## src/rtl/display_pkg.sv

```systemverilog
// Shared types and sizing for the display arbiter.
package display_pkg;

  localparam int unsigned DIG_W    = 32;
  localparam int unsigned NREQ_DEF = 4;

  typedef enum logic {
    IDLE = 1'b0,
    SHOW = 1'b1
  } state_e;

  // Index width for n requesters, at least one bit so NREQ=1 still elaborates.
  function automatic int unsigned idx_w(input int unsigned n);
    return (n > 1) ? $clog2(n) : 1;
  endfunction

endpackage

```

## src/rtl/rr_pick.sv

```systemverilog
// Combinational round-robin picker: first set request at or after ptr_i, wrapping.
module rr_pick
  import display_pkg::*;
#(
  parameter int unsigned NREQ = NREQ_DEF,
  localparam int unsigned IW  = idx_w(NREQ)
) (
  input  logic [NREQ-1:0] req_i,
  input  logic [IW-1:0]   ptr_i,
  output logic [IW-1:0]   idx_o,
  output logic            any_o
);

  logic [NREQ-1:0] rot;
  logic [IW-1:0]   off;
  logic [IW:0]     sum;

  // Rotate requests so ptr_i sits at bit 0, take the lowest set bit, rotate back.
  always_comb begin
    rot = NREQ'({req_i, req_i} >> ptr_i);
    off = '0;
    for (int i = int'(NREQ) - 1; i >= 0; i--) begin
      if (rot[i]) off = IW'(i);
    end
    sum = (IW+1)'(ptr_i) + (IW+1)'(off);
    if (sum >= (IW+1)'(NREQ)) sum = sum - (IW+1)'(NREQ);
    idx_o = IW'(sum);
    any_o = |req_i;
  end

endmodule

```

## src/rtl/display_arbiter.sv

```systemverilog
// Round-robin arbiter sharing one 8-digit display among NREQ requesters with a dwell timer.
module display_arbiter
  import display_pkg::*;
#(
  parameter int unsigned NREQ = NREQ_DEF,
  parameter int unsigned HOLD = 100_000_000
) (
  input  logic                    clk,
  input  logic                    rst_n,
  input  logic [NREQ-1:0]         req,
  input  logic [NREQ*DIG_W-1:0]   data,
  input  logic                    freeze,
  output logic [NREQ-1:0]         gnt,
  output logic [NREQ-1:0]         done,
  output logic [DIG_W-1:0]        dig,
  output logic [idx_w(NREQ)-1:0]  owner,
  output logic                    busy
);

  localparam int unsigned OW = idx_w(NREQ);
  localparam int unsigned TW = 32;

  state_e            state_q, state_d;
  logic [NREQ-1:0]   gnt_q, gnt_d;
  logic [OW-1:0]     owner_q, owner_d;
  logic [OW-1:0]     ptr_q, ptr_d;
  logic [TW-1:0]     timer_q, timer_d;
  logic [DIG_W-1:0]  dig_q, dig_d;
  logic              busy_q, busy_d;
  logic [OW-1:0]     pick_idx;
  logic              pick_any;
  logic              expire;
  logic              rearb;
  logic [DIG_W-1:0]  data_a [NREQ];

  // Unpack the flat data bus into per-requester words.
  for (genvar g = 0; g < int'(NREQ); g++) begin : g_unpack
    assign data_a[g] = data[g*DIG_W +: DIG_W];
  end

  rr_pick #(.NREQ(NREQ)) u_pick (
    .req_i (req),
    .ptr_i (ptr_q),
    .idx_o (pick_idx),
    .any_o (pick_any)
  );

  // Next-state: dwell/expiry handling and re-arbitration; done is a same-cycle expiry strobe.
  always_comb begin
    state_d = state_q;
    gnt_d   = gnt_q;
    owner_d = owner_q;
    ptr_d   = ptr_q;
    timer_d = timer_q;
    dig_d   = dig_q;
    busy_d  = busy_q;
    expire  = 1'b0;
    rearb   = 1'b0;
    done    = '0;

    case (state_q)
      IDLE: rearb = 1'b1;
      SHOW: begin
        expire = !freeze && (timer_q == TW'(HOLD - 1));
        if (expire || !req[owner_q]) begin
          rearb = 1'b1;
        end else begin
          if (!freeze) timer_d = timer_q + TW'(1);
          dig_d = data_a[owner_q];
        end
      end
      default: rearb = 1'b1;
    endcase

    if (expire) done = gnt_q;

    if (rearb) begin
      timer_d = '0;
      if (pick_any) begin
        state_d = SHOW;
        gnt_d   = NREQ'(1) << pick_idx;
        owner_d = pick_idx;
        ptr_d   = (pick_idx == OW'(NREQ - 1)) ? '0 : pick_idx + OW'(1);
        dig_d   = data_a[pick_idx];
        busy_d  = 1'b1;
      end else begin
        state_d = IDLE;
        gnt_d   = '0;
        owner_d = '0;
        busy_d  = 1'b0;
      end
    end
  end

  // State and output registers.
  always_ff @(posedge clk or negedge rst_n) begin
    if (!rst_n) begin
      state_q <= IDLE;
      gnt_q   <= '0;
      owner_q <= '0;
      ptr_q   <= '0;
      timer_q <= '0;
      dig_q   <= '0;
      busy_q  <= 1'b0;
    end else begin
      state_q <= state_d;
      gnt_q   <= gnt_d;
      owner_q <= owner_d;
      ptr_q   <= ptr_d;
      timer_q <= timer_d;
      dig_q   <= dig_d;
      busy_q  <= busy_d;
    end
  end

  assign gnt   = gnt_q;
  assign owner = owner_q;
  assign dig   = dig_q;
  assign busy  = busy_q;

endmodule

```

## config.mk

```make
export PLATFORM = sky130hd
export DESIGN_NAME = display_arbiter
export DESIGN_NICKNAME = d
export VERILOG_FILES = /design/src/rtl/display_pkg.sv /design/src/rtl/rr_pick.sv /design/src/rtl/display_arbiter.sv
export SDC_FILE = /design/constraint.sdc
export NUM_CORES = 1
export LEC_CHECK = 0
export BUFFER_PORTS_ARGS = -buffer_cell sky130_fd_sc_hd__buf_2
export CAP_MARGIN = 20
export CORE_MARGIN = 2
export CORE_UTILIZATION = 35
export CTS_CLUSTER_SIZE = 10
export DETAILED_ROUTE_END_ITERATION = 12
export HOLD_SLACK_MARGIN = 0.02
export PLACE_DENSITY = 0.7
export RECOVER_POWER = 50
export SLEW_MARGIN = 40
export SYNTH_ARGS = -nofsm -noshare
export SYNTH_HDL_FRONTEND = slang
export SYNTH_SLANG_ARGS = --single-unit
```

## constraint.sdc

```tcl
create_clock -name clk -period 2.9 [get_ports clk]
set_clock_uncertainty 0.05 [all_clocks]
set_input_delay 0.145 -clock clk [delete_from_list [all_inputs] [get_ports clk]]
set_output_delay 0.145 -clock clk [all_outputs]
set_load 0.03 [all_outputs]
```

==> impl_results.md, run 1 <==
* Register area at around 1800 um^2
* Most common cell after layout, fill and taps aside: buf_2
* Routed len/inst at between 15 and 20 um
* Syn_area_per_cell at around 11 um^2
* GPL Wtd Cong at 0.811
* Drt via density at between 5 and 6
* Max Clk Rate at between 300 and 400 MHz
* Antenna Nets Post-Route at 0
* Setup crit end kind: flip-flop
* Top_reg_cell synth: dfrtp_1
* Final nets at ~760
* Critical Path Start Type: flip-flop
* CTS tree: yes
* First-pass GRT wire length at approximately 25 mm
* Seq cells post-synth at 73
* Cells after Synth at around 460
* GRT Total Usage at 0.192
* Failing checks: max-capacitance violations, max-slew violations
* Most frequent cells in the layout: buf_2 (155), dfrtp_1 (71), mux2i_1 (65)
* CTS buffer count at 9
* Post-Syn Nets at around 600
* Cell variety after synth at between 40 and 50
* Clock root buffer: clkbuf_16
* Share of flip-flops with an asynchronous set or reset at 1.00
* DRT iter0 DRCs at approximately 190
* Total global routing overflow at 0
* Data arrival, critical path at 2890 ps
* Yosys warnings at 0
* Clk sinks at 73
* Clk slew on worst S/H paths at around 60 ps
* Core ar. at ~15000 um^2
* Initial antenna violation count at 0
* Register area share after synthesis at 0.350
* Final setup TNS at 0 ps
* WL final at around 15 mm
* Worst-path maximum fanout at 32
* I/O Buffers at between 150 and 200
* Kind of critical path: flip-flop to flip-flop
* I/O pin count at roughly 180
* Number of fill cells at roughly 1400
* Max Cap Viol at 2
* Via count at 4633
* Clk Latency, worst-skew pair at 330 ps
* Die ar. at between 15000 and 20000 um^2
* Die width at roughly 130 um
* Number of antenna diodes at 0
* RSZ-0062 raised after global routing: false
* Final Hold Vio Count at 0
* Slew margin rel. at -0.301
* Syn-to-layout area delta at 26.8%
* Worst EP required at just over 3000 ps
* Residual DRC at 0
* Final period util at 0.937
* Die H at approximately 130 um
* Number of enable flip-flop cells after synthesis at 0
* Initial Util at 0.360
* # setup viols final at 0
* Worst Hold Class: input port to flip-flop
* Layout cell share with drive strength beyond 1 at 0.411
* Final Slew Violations at ~110
* Peak supply drop at roughly 0.51 mV
* Post-CTS Setup Bufs at 0
* Synthesized cell area at around 5200 um^2
* H-tree levels at 3
* Non-Filler Instances at ~810
* Largest net degree at the start of global routing at 74
* # rows at 44
* Status: finished, violations left
* CTS Buffer Depth at 2
* Multi-input gate area at 3200 um^2
* Final min period at 2720 ps
* Number of detailed-route iterations in the first pass at 5
* DPL Wire Length at between 10 and 15 mm
* Placed insts at approximately 800
* Leak Pwr at slightly below 3 nW
* Pwr dens at roughly 1200 nW/um^2
* Vias in the first global route at 5021
* Slew at the pin closest to its max-slew limit at roughly 2000 ps
## final cells by class
type,instances,area share
multi-input cells,336,0.482
repair buffers,193,0.155
flip-flops and latches,73,0.276
well taps,184,0.0347
clock inverters,4,0.00774
inverters,10,0.00566
clock buffers,12,0.0387
## registers in the layout (all words and copies together), names as in the netlist
register and cells:
ptr_q 2, owner 2, gnt 4, dig 32, timer_q 32, busy 1
## power breakdown
group	internal, W	switching, W	total [W]
registers	0.00135	0.000215	0.00156
clock network	0.000713	0.000423	0.00114
logic	0.00227	0.00292	0.00520
total	0.00433	0.00356	0.00790
## cells by family after synthesis
kind of cell / share of synthesized area
buf+inv: 0.0472
compound gates: 0.151
fa+ha+maj: 0.0144
mux: 0.269
simple gates: 0.117
xor+xnor: 0.0517
flops: 0.350
## cell usage after synthesis, drive strengths merged, types with 3 or more instances
master  number  area (um^2)
dfrtp       73         1830
mux2i       65          651
nor2        39          151
o22ai       35          219
mux4        33          743
a221oi      32          468
buf         23          156
xor2        17          149
nand2       16         62.6
nand3       14         70.1
clkbuf      13         52.6
xnor2       13          121
and3        11         68.8
inv         10         37.5
o21ai        8         40.0
a21oi        7         35.0
ha           6         75.1
and4         5         43.8
nand4        4         25.0
nor3         4         20.0
nor4bb       4         40.0
or3          4         25.0
nor4         3         18.8
## per-layer routing
layer / wire length, um / vias up / track usage / part of all wire
met4: 486 / 0 / 0.0899 / 0.032
met1: 6370 / 2280 / 0.235 / 0.42
met3: 797 / 39 / 0.0314 / 0.052
li1: - / 2114 / - / -
met5: 0 / - / 0 / 0
met2: 7610 / 200 / 0.330 / 0.50
## worst max-delay path, stage by stage (launching register included)
cell and delay (ps):
dfrtp_2 440, nand2_1 80, a21oi_1 160, nor2_1 60
a211oi_1 210, a21oi_1 70, ha_1 220, xnor2_2 250
xnor2_4 160, buf_12 180, buf_12 240, mux2i_1 150
a221oi_2 300
## per-stage QoR
stage | util | hold slack [ps] | setup WS, ps | cell area [um^2] | total power, W
2_1_floorplan | - | -201 | 333 | 5230 | 0.00560
3_3_place_gp | 0.436 | 301 | 214 | 6330 | 0.00664
3_5_place_dp | 0.436 | 170 | 52.0 | 6340 | 0.00683
4_1_cts | 0.458 | 97.8 | 21.0 | 6660 | 0.00799
5_1_grt | 0.456 | 138 | 53.1 | 6630 | 0.00838
6_report | 0.456 | 97.6 | 182 | 6630 | 0.00790
## final timing paths
check / start / end / slack, ps / cells past startpoint
max in group asynchronous: rst_n / owner[0] / 740 / 2
max reg2reg: ptr_q[1] / dig[6] / 180 / 12
min reg2reg: timer_q[16] / timer_q[16] / 510 / 2
min: freeze / timer_q[0] / 100 / 3
min in group asynchronous: rst_n / timer_q[16] / 820 / 2
max: ptr_q[1] / dig[6] / 180 / 12
## what timing repair did
item | in CTS | in global routing
endpoints found under the setup margin | 0 | 23
endpoints found under the hold margin | 73 | 0
gates resized for setup | 0 | 2
hold buffers | 1 | 0
Note: power is estimated with default switching activity, not from simulation.
==> run 2: changes to the inputs <==
CORE_ASPECT_RATIO = 1.25   (was unset)
==> run 2 against run 1 <==
The run still ends with max-capacitance violations, max-slew violations left; non-clock buffer count down 1; critical path depth unchanged; highest routed layer unchanged; worst setup slack better by 33 ps; critical path type unchanged; global-route usage down 0.38 points; largest power group unchanged; final cell count down 0.86%; hold slack worse by 1.9 ps; flip-flop and latch count unchanged.
==> impl_results.md, run 2 (synthesis results as in run 1) <==
* Reg-to-reg endpoint: dig[31]
* Max Clk Rate at 372 MHz (+1.2%)
* Reg2reg setup slack at 210 ps (+30 ps)
* Pwr dens at 1190 nW/um^2 (-0.22%)
* Vias in the first global route at 5054 (+0.66%)
* H-tree levels at 3 (unchanged)
* Multi-input gate area at 3190 um^2 (-0.23%)
* Max Cap Viol at 2 (unchanged)
* Failing checks: max-capacitance violations, max-slew violations
* Non-Filler Instances at 805 (-0.86%)
* Antenna Nets Post-Route at 0 (unchanged)
* RSZ-0062 raised after global routing: false
* Final Hold Vio Count at 0 (unchanged)
* Via count at 4607 (-0.56%)
* WL final at 14.7 mm (-3.6%)
* Initial antenna violation count at 0 (unchanged)
* Worst Hold Class: input port to flip-flop
* Register area at 1830 um^2 (about the same)
* # rows at 49 (+11%)
* Kind of critical path: flip-flop to flip-flop
* Most common cell after layout, fill and taps aside: buf_2
* DPL Wire Length at 10.7 mm (-2.1%)
* Worst EP required at 3080 ps (about the same)
* Initial Util at 0.361 (+0.00162)
* Worst r2r path cells at 12 (unchanged)
* CTS Buffer Depth at 2 (unchanged)
* CP Buf/Inv Count at 2 (unchanged)
* Final min period at 2690 ps (-32.9 ps)
* I/O Buffers at 177 (unchanged)
* Syn-to-layout area delta at 26.1%
* Clk sinks at 73 (unchanged)
* Worst-path maximum fanout at 22 (-31%)
* Number of antenna diodes at 0 (unchanged)
* Cell Area, Placed at 6300 um^2 (-0.63%)
* Die H at 141 um (+11%)
* Clk Latency, worst-skew pair at 340 ps (about the same)
* Routed len/inst at 18.3 um (-2.7%)
* Final nets at 763 (-0.13%)
* Total global routing overflow at 0 (unchanged)
* GPL Wtd Cong at 0.808 (-0.44%)
* Largest net degree at the start of global routing at 74 (unchanged)
* Sw Pwr at 0.00354 W (-0.61%)
* Die width at 113 um (-10%)
* Number of detailed-route iterations in the first pass at 6 (+1)
* Data arrival, critical path at 2860 ps (-30 ps)
* Cell family with most CP delay: compound AO/OA/AOI/OAI gates
* Post-layout util at 0.455 (-0.000630)
* Post-CTS Setup Bufs at 0 (unchanged)
* Clk slew on worst S/H paths at 60 ps (about the same)
* Final Slew Violations at 112 (unchanged)
* Hold depth at 3 (unchanged)
* Core ar. at 14500 um^2 (-0.45%)
* Critical Path Start Type: flip-flop
* Startpoint of the worst hold path: freeze
* Design area at 6590 um^2 (-0.59%)
* Number of fill cells at 1372 (-0.51%)
* I/O pin count at 178 (unchanged)
* CTS tree: yes
* Layout cell share with drive strength beyond 1 at 0.407 (-0.00413)
* Most frequent cells in the layout: buf_2 (156), dfrtp_1 (72), mux2i_1 (65)
* Status: finished, violations left
* GRT Total Usage at 0.188 (-0.00381)
* P_int at 0.00429 W (-0.97%)
* Total power at 0.00783 W (-0.81%)
* Min-Delay Endpoint: timer_q[0]
* CP max stage cell: dfrtp_1
* Launch point of the worst reg-to-reg path: ptr_q[1]
* Logic gate share of total power at 0.652 (-0.006)
* Flop pwr share at 0.198 (about the same)
* Clk pwr share at 0.151 (+0.007)
* DRT iter0 DRCs at 247 (+34%)
* Slew margin rel. at -0.300 (+0.000314)
* # setup viols final at 0 (unchanged)
* Placed insts at 788 (-0.88%)
* Setup crit end kind: flip-flop
* First-pass GRT wire length at 24.4 mm (-1.3%)
* CTS buffer count at 9 (unchanged)
* Drt via density at 5.72 (+0.30%)
* CP peak stage delay at 400 ps (-40 ps)
* Peak supply drop at 0.776 mV (+52%)
* Slew at the pin closest to its max-slew limit at 1950 ps (-0.471 ps)
* Worst path cell trace: nand2_1 -> a21oi_1 -> nor2_1 -> a211oi_1 -> a21oi_1 -> ha_1 -> xnor2_1 -> xnor2_4 -> buf_12 -> buf_12 -> mux2i_1 -> a221oi_1
* Sw Ratio at 0.452 (+0.000897)
* Final setup TNS at 0 ps (unchanged)
* Leak Pwr at 2.94 nW (-0.54%)
* Die ar. at 15900 um^2 (about the same)
* Residual DRC at 0 (unchanged)
* Clock root buffer: clkbuf_16
* Final period util at 0.926 (-0.0114)
## run 2: how the worst max path moves through the flow
stage	endpoint	slack (ps)	from	cells after the start
5_1_grt	dig[18]	10	ptr_q[1]	12
2_1_floorplan	ptr_q[1]	330	ptr_q[1]	13
6_report	dig[31]	210	ptr_q[1]	12
3_5_place_dp	dig[6]	190	ptr_q[1]	11
4_1_cts	dig[6]	170	ptr_q[1]	11
3_3_place_gp	dig[15]	270	ptr_q[1]	11
## run 2: stage by stage
step,worst slack [ps],hold slack (ps)
after floorplan,333,-201
after global placement,273,301
after detailed placement,187,167
after CTS,175,94.2
after global routing,14.3,116
final,215,95.7
## run 2: worst register-to-register path, stage by stage, from the launching register on
cell and delay, ps:
dfrtp_1 400, nand2_1 70, a21oi_1 140, nor2_1 50, a211oi_1 210, a21oi_1 70
ha_1 220, xnor2_1 360, xnor2_4 190, buf_12 210, buf_12 210, mux2i_1 100
a221oi_1 300
## run 2: power groups by stage
stage	Combinational [W]	Sequential [W]	Clock (W)
global placement	0.00502	0.00155	0
global route	0.00549	0.00158	0.00124
CTS	0.00518	0.00154	0.00120
finish	0.00511	0.00155	0.00118
floorplan	0.00357	0.00203	0
detailed placement	0.00517	0.00155	0
## run 2: final cells by class
cell class                 count  share of cell area
multi-input combinational    336               0.484
clock inverter                 5              0.0122
inverter                      10             0.00570
timing repair buffer         192               0.152
clock buffer                  11              0.0353
sequential                    73               0.277
tap                          178              0.0338
## run 2: metal layers
| layer | GRT usage | part of all wire |
|---|---|---|
| met2 | 0.346 | 0.55 |
| met1 | 0.219 | 0.39 |
| met4 | 0.0674 | 0.015 |
| met5 | 0 | 0 |
| met3 | 0.0305 | 0.040 |
## run 2: what timing repair did
item,CTS,global route
hold endpoints to repair,73,0
hold buffers,1,0
endpoints found under the setup margin,0,13
resized for setup,0,1
==> run 3: changes to the inputs <==
ABC_AREA = 1   (was unset)
PLACE_DENSITY = 0.68   (was 0.7)
==> run 3 against run 2 <==
The run still ends with max-capacitance violations, max-slew violations left; global-route usage increased by 3.2 points; highest routed layer is now met5; sequential share of layout area fell by 3.7 points; critical path type unchanged; critical path depth up 3; synthesized cell count is 130% higher; clock power increased by 6%.
==> impl_results.md, run 3 <==
* Status: finished, violations left
* Failing checks: max-capacitance violations, max-slew violations
* Worst EP required at 3060 ps (-20 ps)
* Number of antenna diodes at 0 (unchanged)
* Post-layout util at 0.434 (-0.0211)
* CTS buffer count at 9 (unchanged)
* I/O pin count at 178 (unchanged)
* Clk sinks at 73 (unchanged)
* Total global routing overflow at 0 (unchanged)
* Most frequent cells in the layout: nand2_1 (311), nor2_1 (152), buf_2 (140)
* Top_reg_cell synth: dfrtp_1
* Antenna Nets Post-Route at 0 (unchanged)
* I/O Buffers at 177 (unchanged)
* Vias in the first global route at 6934 (+37%)
* Register area share after synthesis at 0.291 (-0.0585)
* Post-synth top area share at 0.291 (-0.0585)
* Synth area leader: dfrtp_1
* Die width at 124 um (+9.3%)
* Setup crit end kind: flip-flop
* CTS Buffer Depth at 2 (unchanged)
* Peak supply drop at 0.820 mV (+5.6%)
* Cells after Synth at 1061 (+130%)
* # setup viols final at 0 (unchanged)
* Pwr dens at 1240 nW/um^2 (+4.5%)
* Top layer in use: met5
* Clk Latency, worst-skew pair at 340 ps (about the same)
* Synthesized cell area at 6280 um^2 (+20%)
* Routed len/inst at 14.6 um (-20%)
* Post-CTS Setup Bufs at 0 (unchanged)
* Number of detailed-route iterations in the first pass at 5 (-1)
* Final setup TNS at 0 ps (unchanged)
* Slew margin rel. at -0.262 (+0.0380)
* Most common cell after layout, fill and taps aside: nand2_1
* Post-cts resize count at 0 (unchanged)
* First-pass GRT wire length at 33.3 mm (+36%)
* Clk slew on worst S/H paths at 60 ps (about the same)
* Clock root buffer: clkbuf_16
* CTS tree: yes
* Final nets at 1348 (+77%)
* Seq cells post-synth at 73 (unchanged)
* Max Cap Viol at 1 (-1)
* Final Slew Violations at 35 (-69%)
* Max Clk Rate at 384 MHz (+3.0%)
* Worst r2r path cells at 15 (+3)
* Number of enable flip-flop cells after synthesis at 0 (unchanged)
* Syn-to-layout area delta at 21.1%
* GPL Wtd Cong at 0.906 (+12%)
* Critical Path Start Type: flip-flop
* Worst Hold Class: input port to flip-flop
* Cell with the most instances after synthesis: nand2_1
* DPL Wire Length at 14.5 mm (+35%)
* Synth area leaders: dfrtp_1 (29%), nand2_1 (19%), nor2_1 (9.1%)
* Kind of critical path: flip-flop to flip-flop
* Post-route setup slack at 294 ps (+78.7 ps)
* Syn_area_per_cell at 5.92 um^2 (-48%)
* Share of flip-flops with an asynchronous set or reset at 1.00 (unchanged)
* Worst-path maximum fanout at 21 (-4.5%)
* Drt via density at 5.12 (-11%)
* DR WL met2 at 10.5 mm (+29%)
* # rows at 54 (+10%)
* RSZ-0062 raised after global routing: false
* Leak Pwr at 3.90 nW (+33%)
* Post-Syn Nets at 1202 (+100%)
* Layout cell share with drive strength beyond 1 at 0.153 (-0.253)
* Final min period at 2610 ps (-78.7 ps)
* Residual DRC at 0 (unchanged)
* Via count at 7355 (+60%)
* WL final at 20.9 mm (+42%)
* Wire length on met3 at 1.54 mm (+160%)
* GRT Total Usage at 0.220 (+0.0324)
* H-tree levels at 3 (unchanged)
* Hold_ws at 98.3 ps (+2.60 ps)
* Slew at the pin closest to its max-slew limit at 1890 ps (-57.0 ps)
* Final Hold Vio Count at 0 (unchanged)
* Yosys warnings at 0 (unchanged)
* DRT iter0 DRCs at 422 (+71%)
* Data arrival, critical path at 2760 ps (-100 ps)
* Core ar. at 17500 um^2 (+21%)
* Final period util at 0.899 (-0.0272)
* Wire length on met1 at 8.52 mm (+47%)
* Die H at 154 um (+9.3%)
* Largest net degree at the start of global routing at 79 (+6.8%)
* Initial antenna violation count at 1 (+1)
* Cell variety after synth at 33 (-27%)
* Initial Util at 0.359 (-0.00249)
* Die ar. at 19000 um^2 (+19%)
* DP Worst Slack at 346 ps (+159 ps)
* Hold depth at 3 (unchanged)
* Top cells by count, synth: nand2_1 (311), nor2_1 (152), inv_1 (124)
run 3: area by class of cell:
type                    instances  area [um^2]
clock inverters                 6         90.1
multi-input cells             802         3700
fillers                      1894         9900
repair buffers                194          985
well taps                     224          280
flip-flops and latches         73         1830
inverters                     127          477
clock buffers                  10          239
run 3: power by group:
part	switching [W]	leakage [nW]	internal, W	total (W)
Clock	0.000473	0.159	0.000780	0.00125
Combinational	0.00451	2.81	0.00206	0.00657
Sequential	0.000257	0.926	0.00136	0.00162
Total	0.00524	3.90	0.00420	0.00944
run 3: metal layers:
layer	GRT usage	up-vias
met5	0	-
met4	0.0763	2
met3	0.0430	34
met2	0.380	295
met1	0.270	3353
li1	-	3671
run 3: worst max-delay path: stages, from the launching register on:
cell      delay [ps]
dfrtp_1          460
inv_1            130
nand2_1          100
nand3_1           70
nand2_1          100
nand3_1           70
a21boi_0         190
ha_2             210
xor2_1           190
inv_1             60
nand3_1          110
nand2_2           70
buf_4            220
ha_1             290
nand2_1           60
o21ai_0           90
run 3: final timing paths:
check	start	end	slack (ps)
setup reg to reg	ptr_q[0]	ptr_q[1]	290
hold / removal	freeze	timer_q[1]	100
setup / recovery	ptr_q[0]	ptr_q[1]	290
max in group asynchronous	rst_n	dig[23]	840
min in group asynchronous	rst_n	dig[0]	490
hold reg to reg	timer_q[5]	timer_q[5]	440
run 3: repair_timing:
action / 4_1_cts / 5_1_grt
hold endpoints to repair: 37 / 0
hold buffers: 1 / 0
endpoints found under the setup margin: 0 / 0
run 3: cell families (layout without fill, tap and decap cells):
group                      after synthesis  in the layout  share of synthesized area
AOI/OAI and AO/OA                      193            193                      0.175
and+or+nand+nor                        596            596                      0.393
adders and majority gates                6              6                     0.0120
xor gates and xnor gates                 7              7                    0.00977
buffers and inverters                  186            337                      0.120
DFF                                     73             73                      0.291
run 3: metrics by stage:
step | instance area (um^2) | cells | total power (W)
after global routing | 7600 | 1436 | 0.0104
after global placement | 7320 | 1419 | 0.00817
after floorplan | 6280 | 1061 | 0.00659
final | 7600 | 1436 | 0.00944
after detailed placement | 7320 | 1419 | 0.00827
after CTS | 7660 | 1436 | 0.00954
